--- src/rtl/spi_master_multi.sv ---
// Parametrised SPI master: configurable width, divider, runtime CPOL/CPHA and chip select.
// One transfer at a time via a start/busy/done handshake; all SPI pins are registered.
module spi_master_multi #(
  parameter int DATA_W    = 8,
  parameter int NUM_CS    = 4,
  parameter int CLK_DIV   = 4,
  parameter int MSB_FIRST = 1,
  localparam int CS_W     = (NUM_CS > 1) ? $clog2(NUM_CS) : 1
) (
  input  logic              clk,
  input  logic              reset,
  input  logic              start_i,
  input  logic [CS_W-1:0]   cs_sel_i,
  input  logic              cpol_i,
  input  logic              cpha_i,
  input  logic [DATA_W-1:0] tdata_i,
  output logic [DATA_W-1:0] rdata_o,
  output logic              busy_o,
  output logic              done_o,
  output logic              sck_o,
  output logic              mosi_o,
  input  logic              miso_i,
  output logic [NUM_CS-1:0] cs_n_o
);

  localparam int CNT_W = (CLK_DIV > 1) ? $clog2(CLK_DIV) : 1;
  localparam int TOG_W = $clog2(2 * DATA_W + 1);
  localparam logic [CNT_W-1:0] CNT_LAST = CNT_W'(CLK_DIV - 1);
  localparam logic [TOG_W-1:0] TOG_LAST = TOG_W'(2 * DATA_W);

  typedef enum logic [1:0] {ST_IDLE, ST_LEAD, ST_XFER, ST_TRAIL} state_t;

  state_t              state_q, state_d;
  logic [CNT_W-1:0]    cnt_q, cnt_d;
  logic [TOG_W-1:0]    tog_q, tog_d;
  logic [DATA_W-1:0]   tx_q, tx_d;
  logic [DATA_W-1:0]   rx_q, rx_d;
  logic [DATA_W-1:0]   rdata_q, rdata_d;
  logic                mosi_q, mosi_d;
  logic                sck_q, sck_d;
  logic [NUM_CS-1:0]   cs_n_q, cs_n_d;
  logic                busy_q, busy_d;
  logic                done_q, done_d;
  logic                cpol_q, cpol_d;
  logic                cpha_q, cpha_d;

  logic                tick;
  logic [TOG_W-1:0]    tog_nx;
  logic                leading;
  logic                sample_edge;
  logic                drive_edge;

  function automatic logic head_bit(input logic [DATA_W-1:0] w);
    return (MSB_FIRST != 0) ? w[DATA_W-1] : w[0];
  endfunction

  function automatic logic [DATA_W-1:0] shift_out(input logic [DATA_W-1:0] w);
    return (MSB_FIRST != 0) ? {w[DATA_W-2:0], 1'b0} : {1'b0, w[DATA_W-1:1]};
  endfunction

  function automatic logic [DATA_W-1:0] shift_in(input logic [DATA_W-1:0] w, input logic b);
    return (MSB_FIRST != 0) ? {w[DATA_W-2:0], b} : {b, w[DATA_W-1:1]};
  endfunction

  // An out-of-range index leaves every line deasserted.
  function automatic logic [NUM_CS-1:0] cs_decode(input logic [CS_W-1:0] sel);
    logic [NUM_CS-1:0] r;
    r = '1;
    for (int i = 0; i < NUM_CS; i++) begin
      if (int'(sel) == i) r[i] = 1'b0;
    end
    return r;
  endfunction

  assign tick    = (cnt_q == CNT_LAST);
  assign tog_nx  = tog_q + TOG_W'(1);
  // Odd toggles move SCK away from its idle level.
  assign leading = tog_nx[0];
  assign sample_edge = (leading != cpha_q);
  assign drive_edge  = cpha_q ? leading : (!leading && (tog_nx != TOG_LAST));

  always_comb begin
    state_d = state_q;
    cnt_d   = '0;
    tog_d   = tog_q;
    tx_d    = tx_q;
    rx_d    = rx_q;
    rdata_d = rdata_q;
    mosi_d  = mosi_q;
    sck_d   = sck_q;
    cs_n_d  = cs_n_q;
    busy_d  = busy_q;
    done_d  = 1'b0;
    cpol_d  = cpol_q;
    cpha_d  = cpha_q;
    if (state_q != ST_IDLE && !tick) cnt_d = cnt_q + CNT_W'(1);
    case (state_q)
      ST_IDLE: begin
        if (start_i) begin
          state_d = ST_LEAD;
          cpol_d  = cpol_i;
          cpha_d  = cpha_i;
          sck_d   = cpol_i;
          cs_n_d  = cs_decode(cs_sel_i);
          busy_d  = 1'b1;
          tog_d   = '0;
          rx_d    = '0;
          // With cpha=0 the first bit must already be valid when CS falls.
          if (!cpha_i) begin
            mosi_d = head_bit(tdata_i);
            tx_d   = shift_out(tdata_i);
          end else begin
            tx_d   = tdata_i;
          end
        end
      end
      ST_LEAD: begin
        if (tick) state_d = ST_XFER;
      end
      ST_XFER: begin
        if (tick) begin
          tog_d = tog_nx;
          sck_d = ~sck_q;
          if (sample_edge) rx_d = shift_in(rx_q, miso_i);
          if (drive_edge) begin
            mosi_d = head_bit(tx_q);
            tx_d   = shift_out(tx_q);
          end
          if (tog_nx == TOG_LAST) state_d = ST_TRAIL;
        end
      end
      ST_TRAIL: begin
        if (tick) begin
          state_d = ST_IDLE;
          cs_n_d  = '1;
          rdata_d = rx_q;
          done_d  = 1'b1;
          busy_d  = 1'b0;
        end
      end
      default: state_d = ST_IDLE;
    endcase
  end

  always_ff @(posedge clk or negedge reset) begin
    if (!reset) begin
      state_q <= ST_IDLE;
      cnt_q   <= '0;
      tog_q   <= '0;
      tx_q    <= '0;
      rx_q    <= '0;
      rdata_q <= '0;
      mosi_q  <= 1'b0;
      sck_q   <= 1'b0;
      cs_n_q  <= '1;
      busy_q  <= 1'b0;
      done_q  <= 1'b0;
      cpol_q  <= 1'b0;
      cpha_q  <= 1'b0;
    end else begin
      state_q <= state_d;
      cnt_q   <= cnt_d;
      tog_q   <= tog_d;
      tx_q    <= tx_d;
      rx_q    <= rx_d;
      rdata_q <= rdata_d;
      mosi_q  <= mosi_d;
      sck_q   <= sck_d;
      cs_n_q  <= cs_n_d;
      busy_q  <= busy_d;
      done_q  <= done_d;
      cpol_q  <= cpol_d;
      cpha_q  <= cpha_d;
    end
  end

  assign rdata_o = rdata_q;
  assign busy_o  = busy_q;
  assign done_o  = done_q;
  assign sck_o   = sck_q;
  assign mosi_o  = mosi_q;
  assign cs_n_o  = cs_n_q;

endmodule

--- config.mk ---
export PLATFORM = sky130hd
export DESIGN_NAME = spi_master_multi
export DESIGN_NICKNAME = d
export VERILOG_FILES = /design/src/rtl/spi_master_multi.sv
export SDC_FILE = /design/constraint.sdc
export NUM_CORES = 1
export LEC_CHECK = 0
export ABC_AREA = 1
export BUFFER_PORTS_ARGS = -buffer_cell sky130_fd_sc_hd__buf_2
export CAP_MARGIN = 15
export CORE_MARGIN = 1
export CORE_UTILIZATION = 45
export DETAILED_ROUTE_END_ITERATION = 6
export HOLD_SLACK_MARGIN = 0.15
export PLACE_DENSITY = 0.66
export SYNTH_ARGS = -nofsm -noshare
export SYNTH_HDL_FRONTEND = slang
export SYNTH_SLANG_ARGS = --single-unit
--- constraint.sdc ---
create_clock -name clk -period 2.31 [get_ports clk]
set_input_delay 0.3465 -clock clk [delete_from_list [all_inputs] [get_ports clk]]
set_output_delay 0.3465 -clock clk [all_outputs]
set_load 0.1 [all_outputs]
==> results by group <==
Setup path
  – Reg2Reg Depth: 10
  – Crit path max-delay cell type: dfrtp_1
  – Worst EP required: 2.53 ns
  – Startpoint type of the worst setup path: register
  – Worst r2r dst: rx_q[4]
  – WS Path Type: register to register
  – Arr. time, crit path: 2.13 ns
  – Worst-path fanout max: 16
  – R2R Setup Slk: 0.40 ns
  – Worst Setup End Kind: register
  – CP cell instances: inv_1 > ha_1 > inv_2 > or2_1 > o21ai_2 > a21oi_4 > inv_4 > nor2_8 > nand3_1 > o21ai_1
  – FF-to-FF Start: state_q[1]
  – Slowest stage delay, CP: 0.40 ns

STA
  – Minimum clock period: 1.91 ns
  – Setup violators final: 0
  – Fin. max-slew vios: 0
  – Measured slew at the worst slew-check pin: 0.493 ns
  – Setup TNS: 0 ns
  – Max Freq: 0.524 GHz
  – Worst clock skew: 0.00621 ns
  – Final hold vios: 0
  – RSZ-0062 raised after global routing: false
  – Period utilization: 0.826
  – Max-slew headroom: 0.674

Final layout
  – Area occupied by registers: 0.00106 sq mm
  – Multi-input gate area: 822 sq um
  – P&R area growth vs syn: 15.8%
  – N_diodes: 0
  – Total Nets Final: 288
  – Fillers: 424
  – Fraction of layout cells with a size suffix above 1: 0.214
  – Final instance area: 0.00234 sq mm

Floorplan
  – Initial Util: 0.468
  – Full die area: 0.00477 sq mm
  – Core Area: 0.00432 sq mm
  – I/O pin cnt: 32
  – Die width: 69.0 um
  – Die Ht: 69.0 um
  – Rows: 24

CTS
  – Num CTS Buffers: 5
  – Reg clk slew, reported paths: 0.08 ns
  – Clk Latency, worst-skew pair: 0.29 ns
  – CTS root buffer: clkbuf_8
  – Number of H-tree levels: 2
  – Number of setup buffers added after CTS: 0
  – CTS tree: done
  – Clock Tree Buf Depth: 2
  – Clock sinks: 42

Drt
  – First-pass detailed-route iteration total: 4
  – Via density per instance: 4.93
  – Routed wire per std cell: 11.4 um
  – Total number of vias: 1568
  – Post-route ant nets: 0
  – Routed wire length: 3640 um
  – DRC: 0
  – 1st-iter DRT viols: 69

Logic synthesis
  – Register area share after synthesis: 0.522
  – Net Count, Synth: 253
  – Post-synth top flop: dfrtp_1
  – Post-synth cell types: 31
  – #FFs+latches synth: 42
  – Syn avg cell area: 8.79 sq um
  – Post-synth EDFFs: 0
  – Gate Count Post-Synth: 230
  – YS warnings: 0
  – Post-synthesis async set-or-reset flop share: 1.00
  – Post-Syn Area: 0.00202 sq mm

Global route
  – Vias in the first global route: 1538
  – First-pass GRT wire length: 6690 um
  – GRT Resource Usage Total: 0.173
  – Grt ovf: 0
  – Largest net degree at the start of global routing: 31
  – Antenna violations before repair: 0

Hold path
  – Worst Hold Path EP: cs_n_o[3]
  – HP Start: cs_sel_i[0]
  – Hold path depth: 2
  – Worst min path class: primary input to register

Placement
  – IO Port Bufs: 31
  – GP Congestion: 0.854
  – Post-DP Area: 0.00222 sq mm
  – DPL Wire Length: 2670 um

Pwr
  – Gate power share: 0.483
  – Net Sw Frac: 0.481
  – Pwr/cell area: 1360 mW/mm^2
  – P_int: 0.00166 W
  – Flop pwr share: 0.339
  – Leakage power: 1.16 nW
  – Clk pwr share: 0.178
  – Switch Pwr: 0.00153 W
  – Peak VDD IR: 541 uV

Status
  – Status: completed

Job
  – Max-cap violation count: 0
flip-flops by register name (all words and copies together), names as in the netlist:
signal / flops
rdata_o: 8
rx_q: 8
tx_q: 8
tog_q: 5
cs_n_o: 4
cnt_q: 2
state_q: 2
busy_o: 1
cpha_q: 1
done_o: 1
mosi_o: 1
sck_o: 1
stage by stage:
step	utilization	hold slack [ns]	cells	worst slack, ns	power (W)
after CTS	0.542	0.217	318	0.389	0.00322
final	0.542	0.228	318	0.402	0.00319
after floorplan	-	0.0509	230	0.601	0.00241
after global placement	0.514	0.241	309	0.510	0.00262
after global routing	0.542	0.224	318	0.184	0.00344
after detailed placement	0.514	0.248	309	0.428	0.00265
cell usage after synthesis (3+ instances only):
cell | instances | area (sq um)
a31oi_1 | 4 | 25.0
clkbuf_1 | 3 | 11.3
dfrtp_1 | 38 | 951
dfstp_2 | 4 | 105
ha_1 | 7 | 87.6
inv_1 | 22 | 82.6
nand2_1 | 59 | 221
nand3_1 | 19 | 95.1
nand4_1 | 3 | 18.8
nor2_1 | 8 | 30.0
o21ai_0 | 23 | 115
o21ai_1 | 14 | 70.1
o21ai_2 | 3 | 26.3
cell type report:
type | count | area share
clock buffer | 6 | 0.0310
clock inverter | 2 | 0.0160
inverter | 26 | 0.0433
sequential | 42 | 0.451
timing repair buffer | 35 | 0.0801
multi-input combinational | 155 | 0.351
tap | 52 | 0.0278
per-layer routing:
layer / GRT usage / share of wire / vias up
li1: - / - / 827
met1: 0.229 / 0.50 / 706
met2: 0.277 / 0.44 / 29
met3: 0.0424 / 0.039 / 6
met4: 0.0635 / 0.016 / 0
met5: 0 / 0 / -
cell usage in the layout (no fill, tap or decap), types with 4 or more instances in the layout:
master,synthesis,final
o21ai_1,14,14
o21ai_0,23,23
inv_1,22,22
ha_1,7,7
nand2_1,59,59
nor2_1,8,8
a31oi_1,4,4
dfrtp_1,38,38
nand3_1,19,19
dfstp_2,4,4
clkbuf_8,0,5
buf_2,1,31
kinds of logic (layout without fill, tap and decap cells):
| family | after synthesis | in the layout | share of synthesized area |
|---|---|---|---|
| simple gates | 96 | 96 | 0.213 |
| buf+inv | 33 | 69 | 0.0712 |
| fa+ha+maj | 7 | 7 | 0.0433 |
| flops | 42 | 42 | 0.522 |
| mux | 2 | 2 | 0.00990 |
| compound gates | 50 | 50 | 0.140 |
power by group through the flow:
stage | combinational [W] | sequential, W | clock [W]
2_1_floorplan | 0.000891 | 0.00152 | 0
3_3_place_gp | 0.00152 | 0.00109 | 0
6_report | 0.00154 | 0.00108 | 0.000568
5_1_grt | 0.00173 | 0.00110 | 0.000613
3_5_place_dp | 0.00156 | 0.00109 | 0
4_1_cts | 0.00156 | 0.00108 | 0.000584
worst max-delay path, delay by kind of cell (launching register included):
kind / cells / cell delay, ns
and+or+nand+nor: 3 / 0.46
DFF: 1 / 0.40
buffers and inverters: 3 / 0.30
AOI/OAI and AO/OA: 3 / 0.41
adders and majority gates: 1 / 0.25
timing repair:
item	in CTS	in global routing
hold endpoints to repair	8	0
resized for setup	0	0
hold buffers	1	0
how the worst max path moves through the flow:
stage	to	slack, ns	from	cells past startpoint
floorplan	rx_q[6]	0.60	state_q[0]	11
global placement	rx_q[1]	0.51	state_q[0]	10
detailed placement	rx_q[1]	0.43	state_q[1]	10
CTS	rx_q[1]	0.39	state_q[1]	10
global route	rx_q[4]	0.18	state_q[1]	10
finish	rx_q[4]	0.40	state_q[1]	10
Power figures use the tool's default switching activity.
